<file path="src/rtl/snake_pkg.sv">
// Shared types and helpers for the snake game core.
package snake_pkg;

  // Movement direction; turning is modulo-4 arithmetic on this encoding.
  typedef enum logic [1:0] {
    UP    = 2'd0,
    RIGHT = 2'd1,
    DOWN  = 2'd2,
    LEFT  = 2'd3
  } dir_t;

  // Game state.
  typedef enum logic [1:0] {
    IDLE = 2'd0,
    RUN  = 2'd1,
    DEAD = 2'd2
  } state_t;

  // Pixel classes handed to the external colour mux.
  localparam logic [1:0] PIX_BG    = 2'd0;
  localparam logic [1:0] PIX_APPLE = 2'd1;
  localparam logic [1:0] PIX_BODY  = 2'd2;
  localparam logic [1:0] PIX_HEAD  = 2'd3;

  // Clockwise turn adds one, counter-clockwise subtracts one.
  function automatic dir_t turn_dir(input dir_t d, input logic cw);
    return cw ? dir_t'(d + 2'd1) : dir_t'(d - 2'd1);
  endfunction

endpackage

</file>
<file path="src/rtl/snake_next_head.sv">
// Next head cell for a move in one direction, with wall or wrap handling.
module snake_next_head
  import snake_pkg::*;
#(
  parameter int GRID_W = 30,
  parameter int GRID_H = 30,
  parameter int WRAP   = 0,
  parameter int XW     = $clog2(GRID_W),
  parameter int YW     = $clog2(GRID_H)
) (
  input  logic [XW-1:0] i_head_x,
  input  logic [YW-1:0] i_head_y,
  input  dir_t          i_dir,
  output logic [XW-1:0] o_nh_x,
  output logic [YW-1:0] o_nh_y,
  output logic          o_wall_hit
);

  // Move one cell; edges either wrap explicitly or flag a wall hit.
  always_comb begin
    // NOTE: every output gets a default first so no path leaves it unassigned (no latch).
    o_nh_x     = i_head_x;
    o_nh_y     = i_head_y;
    o_wall_hit = 1'b0;
    unique case (i_dir)
      UP: begin
        if (i_head_y == '0) begin
          if (WRAP != 0) o_nh_y = YW'(GRID_H - 1);
          else           o_wall_hit = 1'b1;
        end else begin
          o_nh_y = i_head_y - 1'b1;
        end
      end
      RIGHT: begin
        if (i_head_x == XW'(GRID_W - 1)) begin
          if (WRAP != 0) o_nh_x = '0;
          else           o_wall_hit = 1'b1;
        end else begin
          o_nh_x = i_head_x + 1'b1;
        end
      end
      DOWN: begin
        if (i_head_y == YW'(GRID_H - 1)) begin
          if (WRAP != 0) o_nh_y = '0;
          else           o_wall_hit = 1'b1;
        end else begin
          o_nh_y = i_head_y + 1'b1;
        end
      end
      LEFT: begin
        if (i_head_x == '0) begin
          if (WRAP != 0) o_nh_x = XW'(GRID_W - 1);
          else           o_wall_hit = 1'b1;
        end else begin
          o_nh_x = i_head_x - 1'b1;
        end
      end
    endcase
  end

endmodule

</file>
<file path="src/rtl/snake_engine.sv">
// Snake game core: body store, turn/step state machine and pixel classifier.
module snake_engine
  import snake_pkg::*;
#(
  parameter  int GRID_W    = 30,
  parameter  int GRID_H    = 30,
  parameter  int MAX_LEN   = 64,
  parameter  int INIT_LEN  = 3,
  parameter  int CELL_LOG2 = 1,
  parameter  int ORG_X     = 18,
  parameter  int ORG_Y     = 2,
  parameter  int WRAP      = 0,
  localparam int XW        = $clog2(GRID_W),
  localparam int YW        = $clog2(GRID_H),
  localparam int LW        = $clog2(MAX_LEN + 1)
) (
  input  logic          SLOW_CLOCK,
  input  logic          RESET_N,
  input  logic          tick,
  input  logic          start,
  input  logic          left_pulse,
  input  logic          right_pulse,
  input  logic [XW-1:0] apple_x,
  input  logic [YW-1:0] apple_y,
  input  logic          apple_valid,
  input  logic [6:0]    pixel_x,
  input  logic [5:0]    pixel_y,
  output logic [1:0]    pix_class,
  output logic          eat,
  output logic          dead,
  output logic [LW-1:0] length
);

  state_t        r_state, w_state_nxt;
  dir_t          r_dir, r_next_dir, w_eff_dir;
  logic          r_turn_pending;
  logic [XW-1:0] r_seg_x [MAX_LEN];
  logic [YW-1:0] r_seg_y [MAX_LEN];
  logic [LW-1:0] r_len, w_chk_len;
  logic          r_eat;

  logic [XW-1:0] w_nh_x;
  logic [YW-1:0] w_nh_y;
  logic          w_wall_hit, w_self_hit, w_collide, w_grow, w_step, w_turn_req, w_move;

  int            w_dx, w_dy;
  logic          w_in_grid, w_body_hit;
  logic [XW-1:0] w_cell_x;
  logic [YW-1:0] w_cell_y;

  assign w_eff_dir  = r_turn_pending ? r_next_dir : r_dir;
  assign w_step     = (r_state == RUN) && tick;
  assign w_turn_req = left_pulse ^ right_pulse;
  assign w_grow     = apple_valid && (w_nh_x == apple_x) && (w_nh_y == apple_y);
  assign w_collide  = w_wall_hit | w_self_hit;
  assign w_move     = w_step && !w_collide && !start;

  snake_next_head #(
    .GRID_W (GRID_W),
    .GRID_H (GRID_H),
    .WRAP   (WRAP),
    .XW     (XW),
    .YW     (YW)
  ) u_next_head (
    .i_head_x   (r_seg_x[0]),
    .i_head_y   (r_seg_y[0]),
    .i_dir      (w_eff_dir),
    .o_nh_x     (w_nh_x),
    .o_nh_y     (w_nh_y),
    .o_wall_hit (w_wall_hit)
  );

  // Self collision: the tail cell only counts when the snake is growing.
  always_comb begin
    w_chk_len  = w_grow ? r_len : r_len - 1'b1;
    w_self_hit = 1'b0;
    for (int i = 0; i < MAX_LEN; i++) begin
      if ((LW'(i) < w_chk_len) && (r_seg_x[i] == w_nh_x) && (r_seg_y[i] == w_nh_y))
        w_self_hit = 1'b1;
    end
  end

  // State register.
  always_ff @(posedge SLOW_CLOCK or negedge RESET_N) begin
    // NOTE: sequential state uses non-blocking assignments so all flops update together.
    if (!RESET_N) r_state <= IDLE;
    else          r_state <= w_state_nxt;
  end

  // Next-state logic: start always (re)enters RUN; a colliding step kills.
  always_comb begin
    w_state_nxt = r_state;
    if (start)                                      w_state_nxt = RUN;
    else if ((r_state == RUN) && w_step && w_collide) w_state_nxt = DEAD;
  end

  // State-derived outputs.
  always_comb begin
    dead = (r_state == DEAD);
  end

  assign eat    = r_eat;
  assign length = r_len;

  // Body store: reload the starting column on reset/start, shift on a move.
  always_ff @(posedge SLOW_CLOCK or negedge RESET_N) begin
    // NOTE: the segment array is reset because the classifier shows the start layout during reset.
    if (!RESET_N) begin
      for (int i = 0; i < MAX_LEN; i++) begin
        r_seg_x[i] <= XW'(GRID_W / 2);
        r_seg_y[i] <= YW'(GRID_H / 2 + i);
      end
    end else if (start) begin
      for (int i = 0; i < MAX_LEN; i++) begin
        r_seg_x[i] <= XW'(GRID_W / 2);
        r_seg_y[i] <= YW'(GRID_H / 2 + i);
      end
    end else if (w_move) begin
      for (int i = 1; i < MAX_LEN; i++) begin
        r_seg_x[i] <= r_seg_x[i-1];
        r_seg_y[i] <= r_seg_y[i-1];
      end
      r_seg_x[0] <= w_nh_x;
      r_seg_y[0] <= w_nh_y;
    end
  end

  // Direction, pending turn, length and eat pulse.
  always_ff @(posedge SLOW_CLOCK or negedge RESET_N) begin
    if (!RESET_N) begin
      r_dir          <= UP;
      r_next_dir     <= UP;
      r_turn_pending <= 1'b0;
      r_len          <= LW'(INIT_LEN);
      r_eat          <= 1'b0;
    end else begin
      r_eat <= 1'b0;
      if (start) begin
        r_dir          <= UP;
        r_next_dir     <= UP;
        r_turn_pending <= 1'b0;
        r_len          <= LW'(INIT_LEN);
      end else if (w_move) begin
        r_dir <= w_eff_dir;
        // A pulse coinciding with the tick is queued against the new direction.
        r_turn_pending <= w_turn_req;
        r_next_dir     <= turn_dir(w_eff_dir, right_pulse);
        if (w_grow) begin
          r_eat <= 1'b1;
          if (r_len != LW'(MAX_LEN)) r_len <= r_len + 1'b1;
        end
      end else if ((r_state == RUN) && !r_turn_pending && w_turn_req) begin
        r_turn_pending <= 1'b1;
        r_next_dir     <= turn_dir(r_dir, right_pulse);
      end
    end
  end

  // Pixel to cell mapping; anything left/above the origin or past the grid is off-grid.
  always_comb begin
    w_dx      = int'(pixel_x) - ORG_X;
    w_dy      = int'(pixel_y) - ORG_Y;
    w_in_grid = (w_dx >= 0) && (w_dy >= 0) &&
                ((w_dx >>> CELL_LOG2) < GRID_W) && ((w_dy >>> CELL_LOG2) < GRID_H);
    w_cell_x  = XW'(w_dx >>> CELL_LOG2);
    w_cell_y  = YW'(w_dy >>> CELL_LOG2);
  end

  // Body membership over live segments 1..length-1.
  always_comb begin
    w_body_hit = 1'b0;
    for (int i = 1; i < MAX_LEN; i++) begin
      if ((LW'(i) < r_len) && (r_seg_x[i] == w_cell_x) && (r_seg_y[i] == w_cell_y))
        w_body_hit = 1'b1;
    end
  end

  // Classify with priority head > body > apple > background.
  always_comb begin
    pix_class = PIX_BG;
    if (w_in_grid) begin
      if ((r_seg_x[0] == w_cell_x) && (r_seg_y[0] == w_cell_y))
        pix_class = PIX_HEAD;
      else if (w_body_hit)
        pix_class = PIX_BODY;
      else if (apple_valid && (apple_x == w_cell_x) && (apple_y == w_cell_y))
        pix_class = PIX_APPLE;
    end
  end

endmodule

</file>
<file path="config.mk">
export PLATFORM = sky130hd
export DESIGN_NAME = snake_engine
export DESIGN_NICKNAME = d
export VERILOG_FILES = /design/src/rtl/snake_pkg.sv /design/src/rtl/snake_next_head.sv /design/src/rtl/snake_engine.sv
export SDC_FILE = /design/constraint.sdc
export NUM_CORES = 2
export LEC_CHECK = 0
export BUFFER_PORTS_ARGS = -buffer_cell sky130_fd_sc_hd__buf_2
export CELL_PAD_IN_SITES_DETAIL_PLACEMENT = 0
export CELL_PAD_IN_SITES_GLOBAL_PLACEMENT = 1
export CORE_MARGIN = 4
export CORE_UTILIZATION = 50
export DETAILED_ROUTE_END_ITERATION = 10
export PLACE_DENSITY_LB_ADDON = 0.1
export RECOVER_POWER = 50
export SETUP_SLACK_MARGIN = 0.02
export SLEW_MARGIN = 15
export SYNTH_ARGS = -nofsm -noshare
export SYNTH_HDL_FRONTEND = slang
export SYNTH_HIERARCHICAL = 1
export SYNTH_SLANG_ARGS = --single-unit
</file>
<file path="constraint.sdc">
create_clock -name SLOW_CLOCK -period 8.74 [get_ports SLOW_CLOCK]
set_clock_uncertainty 0.05 [all_clocks]
set_input_delay 1.748 -clock SLOW_CLOCK [delete_from_list [all_inputs] [get_ports SLOW_CLOCK]]
set_output_delay 1.748 -clock SLOW_CLOCK [all_outputs]
set_load 0.02 [all_outputs]
</file>
# Word level (Yosys, flattened, before mapping)
# Cells that the tools add are included.
# word_totals
regBits,655
output_inout_bits,11
elab_cells,995
# classes
addsub,12
magnitude_cmp,131
eq_ne,268
mux,167
n_bitwise,2
n_reduce_logical,281
# op_table
operator,n
5-bit == test,260
320-bit two-way mux,4
6-bit by 7-bit < comparator with 1-bit output (first input constant),64
1-bit logical AND,269
5-bit by 7-bit < comparator with 1-bit output (first input constant),32
1-bit two-way mux,138
4-bit by 7-bit < comparator with 1-bit output (first input constant),16
3-bit by 7-bit < comparator with 1-bit output (first input constant),8
7-bit two-way mux,5
2-bit by 7-bit < comparator with 1-bit output (first input constant),4
2-bit two-way mux,13
1-bit by 7-bit < comparator with 1-bit output (first input constant),3
5-bit two-way mux,4
5-bit one-hot mux with 2 select lines,2
5-bit by 1-bit adder with 5-bit output (second input constant),2
5-bit == test (second input constant),2
5-bit logical NOT,2
5-bit by 1-bit subtractor with 5-bit output (second input constant),2
8-bit by 1-bit greater-or-equal comparator with 1-bit output (second input constant),1
2-bit nonzero test,4
7-bit by 5-bit subtractor with 8-bit output (second input constant),1
7-bit by 1-bit adder with 7-bit output (second input constant),1
7-bit by 1-bit greater-or-equal comparator with 1-bit output (second input constant),1
7-bit by 6-bit < comparator with 1-bit output (second input constant),1
other kinds (15),22

# Longest topological paths before layout
# logic_depth
ltp_word,80
depth_mapped,26
mapped_depth_nobuf,19

# Hierarchy
# Netlist, hierarchy kept.
# modules_own_cells
mod,n_inst,cells_per_inst,area_per_inst_um2
snake_engine,1,4744,44398.8
snake_next_head,1,86,604.3

# Worst setup path before layout
# No wires, ideal clock.
# synth_timing
path_kind,input port to output port
start,in pixel_x[1]
end,out pix_class[0]
arrival_time_ps,6657
t_required_ps,6942
slack_ps,285
path_stages,18
n_path_buf,7
cell_sequence,clkbuf_1 > clkbuf_1 > clkbuf_1 > buf_1 > inv_1 > ha_1 > xnor2_1 > clkbuf_1 > clkbuf_1 > clkbuf_1 > xnor2_1 > nor4_1 > nand4_1 > nand3_1 > nor4_1 > nand4_1 > or3_1 > a21oi_1
# synth_via
elab_chain_len,70
word_cells_on_any_way,267
classes_between,add/sub (1); order compare (2); eq/ne (65); mux (67); reduce/logical (132)
# synth_rtl
item,line,rtl
start: declaration,snake_engine.sv:26,"input logic [6:0] pixel_x,"
7-bit by 5-bit subtractor with 8-bit output (*),snake_engine.sv:161,w_dx = int'(pixel_x) - ORG_X;
5-bit == test,snake_engine.sv:173,if ((LW'(i) < r_len) && (r_seg_x[i] == w_cell_x) && (r_seg_y[i] == w_cell_y))
1-bit logical AND (2 in a row),snake_engine.sv:173,
1-bit two-way mux (63 in a row),snake_engine.sv:173,
2-bit two-way mux,snake_engine.sv:184,else if (w_body_hit)
2-bit two-way mux,snake_engine.sv:182,if ((r_seg_x[0] == w_cell_x) && (r_seg_y[0] == w_cell_y))
2-bit two-way mux (*),snake_engine.sv:181,if (w_in_grid) begin
end: declaration,snake_engine.sv:28,"output logic [1:0] pix_class,"
# Mark *: on every way between the ends. The rest lies on a longest branch, timed or not.

# Worst setup path after layout
# Ends and elaborated chain as after synthesis.

==> flow_metrics.tcl <==
set metrics [dict create \
    core_area_mm2 0.0888 \
    tightest_slew_ps 5540 \
    r2r-start "r_dir[0]" \
    ys_seq_area_share_pct 37.6 \
    holdPathEnd "r_state[0]" \
    synth_most_common_cell "xnor2_1" \
    ys_top_cells_by_area "dfstp_2, xnor2_1, dfrtp_1, xor2_1, mux2i_1" \
    hpwl_mm 104 \
    hold_class "reg -> reg" \
    die_h_um 308 \
    die_x_um 308 \
    synth_common_cells "xnor2_1, xor2_1, nor2_1" \
    grt_use_total_pct 32.7 \
    setup.worst_path.start_class "primary input" \
    synthSimpleGateAreaFrac_pct 16.5 \
    fin_setup_tns_ps 0 \
    post_route_cells_drive_above_1_share_pct 15.5 \
    powerDensity_mw_per_mm2 356 \
    start_util_pct 50.7 \
    post_cts_buffers 0 \
    crit_path_end_kind "output port" \
    drv_cap 5 \
    path_clk_slew_ps 50 \
    hold_viol_final 0 \
    synth_top_area_share_pct 24.4 \
    power.total_w 0.0175 \
    ir_drop_v 0.000611 \
    pin_count 41 \
    whs_ps 454 \
    path_buf_inv 4 \
    vias 35278 \
    antenna_found_initial 5 \
    post_drt_wl_per_cell_um 26.4 \
    hold-path-cell-count 1 \
    crit_arrival_ps 6350 \
    final_cell_area_mm2 0.0493 \
    synth.distinct_cells 84 \
    cp_num_cells 17 \
    synth_compound_area_share_pct 7.05 \
    crit_fanout 16 \
    finalMaxSlewViolations 291 \
    cpPeakStageDelay_ps 590 \
    syn_nets 4872 \
    path_delay_family "simple AND/OR/NAND/NOR gates" \
    num_rows 109 \
    io_buffer_count 38 \
    r2r_cells 19 \
    final_nets 4748 \
    synth-edff-count 0 \
    clk_latency_ps 660 \
    drt_wl_total_mm 157 \
    layout.area.seq_mm2 0.0169 \
    dpl_cell_area_mm2 0.0466 \
    grt_setup_unrepaired "false" \
    grt_overflow 0 \
    critical_path.cell_chain "buf_4 -> inv_1 -> ha_4 -> nand2b_1 -> nand2_1 -> xor2_4 -> buf_12 -> xor2_1 -> nor3_1 -> nand4_1 -> o22ai_1 -> a211o_1 -> nor4_1 -> nand4_1 -> or3_1 -> a21oi_1 -> buf_2" \
    syn-instance-count 4830 \
    finalCritPeriodShare_pct 93.2 \
    max_freq_ghz 0.123 \
    ctsResizeCount 0 \
    grt_pass1_vias 34331 \
    cts_num_sinks 655 \
    crit_required_ps 6940 \
    ys_warn_count 6 \
    setup_ws_ps 594 \
    cts_buffers 80 \
    setup_viol 0 \
    layout_min_cycle_time_ps 8150 \
    synth-xor-area-share_pct 25.7 \
    multi_input_area_mm2 0.0264 \
    via_per_inst 5.94 \
    crit_top_cell "nand4_1" \
    r2r_end "r_seg_y[57]" \
    fp.dieArea_mm2 0.0949 \
    synth-seq-cells 655 \
    grt_pass1_wl_mm 235 \
    r2r_slack_ps 760 \
    drt_pass1_iterations 6 \
    leakage_nw 20.3 \
    violations "capacitance limit, slew limit" \
    synth_top_family_by_area "XOR/XNOR gates" \
    postCtsHoldBufs 0 \
    min-delay-start "r_state[0]" \
    htreeDepth 3 \
    drt_iter0_drc 3569 \
    synth_fa_ha_area_share_pct 0.334 \
    synth_ff_type "dfstp_2" \
    drc 0 \
    yosys.area.top_type "dfstp_2" \
    timing.slew.headroom_pct -269 \
    path_class "in -> out" \
    dp_slack_ps 789 \
    cts_root_buffer "clkbuf_16" \
    synthArstFlopShare_pct 100 \
    cts_tree "built" \
    clockBufferDepth 3 \
    avgSynthCellArea_um2 9.32 \
    place_congestion 0.960 \
    status "finished, violations left" \
    critPathSlowestCell "nor4_1" \
    ant_nets 0 \
    nFillCells 8156 \
    grt_max_degree 207 \
    syn_area_mm2 0.0450 \
    synthMuxAreaShare_pct 8.64 \
    areaGrowthSynthToFinish_pct 9.56 \
]
==> worst reg2reg max path, stage by stage, from the launching register on <==
cell and delay, ps:
dfrtp_1 410, nor2b_1 150, a21oi_1 250, inv_1 330, nor3_2 440, nand2_1 90, o211ai_1 830, xnor2_1 240
and3_1 220, nand3_1 520, mux2i_1 1080, a2111oi_0 350, a41o_1 310, o211ai_1 100, nor4_1 120, nand4_1 180
buf_12 670, buf_4 1070, mux2i_1 330, nor2_1 60
==> power breakdown <==
part           switching (W)  leakage (nW)  internal (W)
logic                0.00548          11.3       0.00390
clock network        0.00138          1.32       0.00203
registers           0.000869          7.64       0.00387
total                0.00773          20.3       0.00980
==> worst max path at each step <==
stage / startpoint / to / slack (ps)
floorplan: pixel_x[1] / pix_class[0] / 280
global placement: pixel_x[1] / pix_class[0] / 780
detailed placement: pixel_x[1] / pix_class[0] / 790
CTS: pixel_x[1] / pix_class[0] / 780
global route: r_dir[0] / r_seg_y[310] / 480
finish: pixel_x[1] / pix_class[0] / 590
==> layout by cell type, fill, tap and decap left out, types with 8 or more instances in the layout <==
cell and n:
buf_4 90, clkbuf_8 30, a211oi_1 18, nand4_1 181
nand2_1 274, clkbuf_16 83, nand2b_1 9, or3_1 8
mux2i_1 385, inv_1 75, nor2b_1 185, xnor2_1 708
nor3_1 55, clkbuf_1 31, a31oi_1 15, buf_12 32
a2111oi_0 12, o21ai_0 234, ha_1 10, a21o_1 9
a21oi_1 61, and2_1 32, dfrtp_1 237, or4_1 8
o21a_1 8, o211ai_1 68, nand3_1 54, buf_2 30
o2111ai_1 9, dfstp_2 417, nor2_1 480, xor2_1 604
nor4_1 170
==> stage by stage <==
stage	util (%)	instances
2_1_floorplan	-	4830
3_3_place_gp	52.5	5789
3_5_place_dp	52.5	5789
4_1_cts	55.6	5937
5_1_grt	55.5	5937
6_report	55.5	5941
==> registers in the layout, indices dropped and copies added (netlist names) <==
name            flops
r_turn_pending      1
eat                 1
r_dir               2
r_seg_x           320
r_seg_y           320
r_state             2
r_next_dir          2
length              7
==> layout make-up <==
cell class                 count  area share (%)
multi-input combinational   3727            53.6
tap                         1165            2.96
inverter                      79           0.617
sequential                   655            34.3
antenna                        4          0.0203
clock buffer                 137            5.23
clock inverter                11           0.198
timing repair buffer         163            3.09
==> cell families (layout without fill, tap and decap cells) <==
kind of cell	Yosys count	count (layout)
muxes	388	388
and+or+nand+nor	1496	1496
DFF	655	655
AOI/OAI and AO/OA	512	512
buffers and inverters	448	390
adders and majority gates	12	12
xor gates and xnor gates	1319	1319
other	0	4
==> layer usage <==
metal	track usage, %	part of all wire, %
met1	48.5	46
met2	49.2	43
met3	5.47	7.0
met4	9.47	3.3
met5	0	0.0045
No activity file was read; power rests on OpenSTA's default activity.
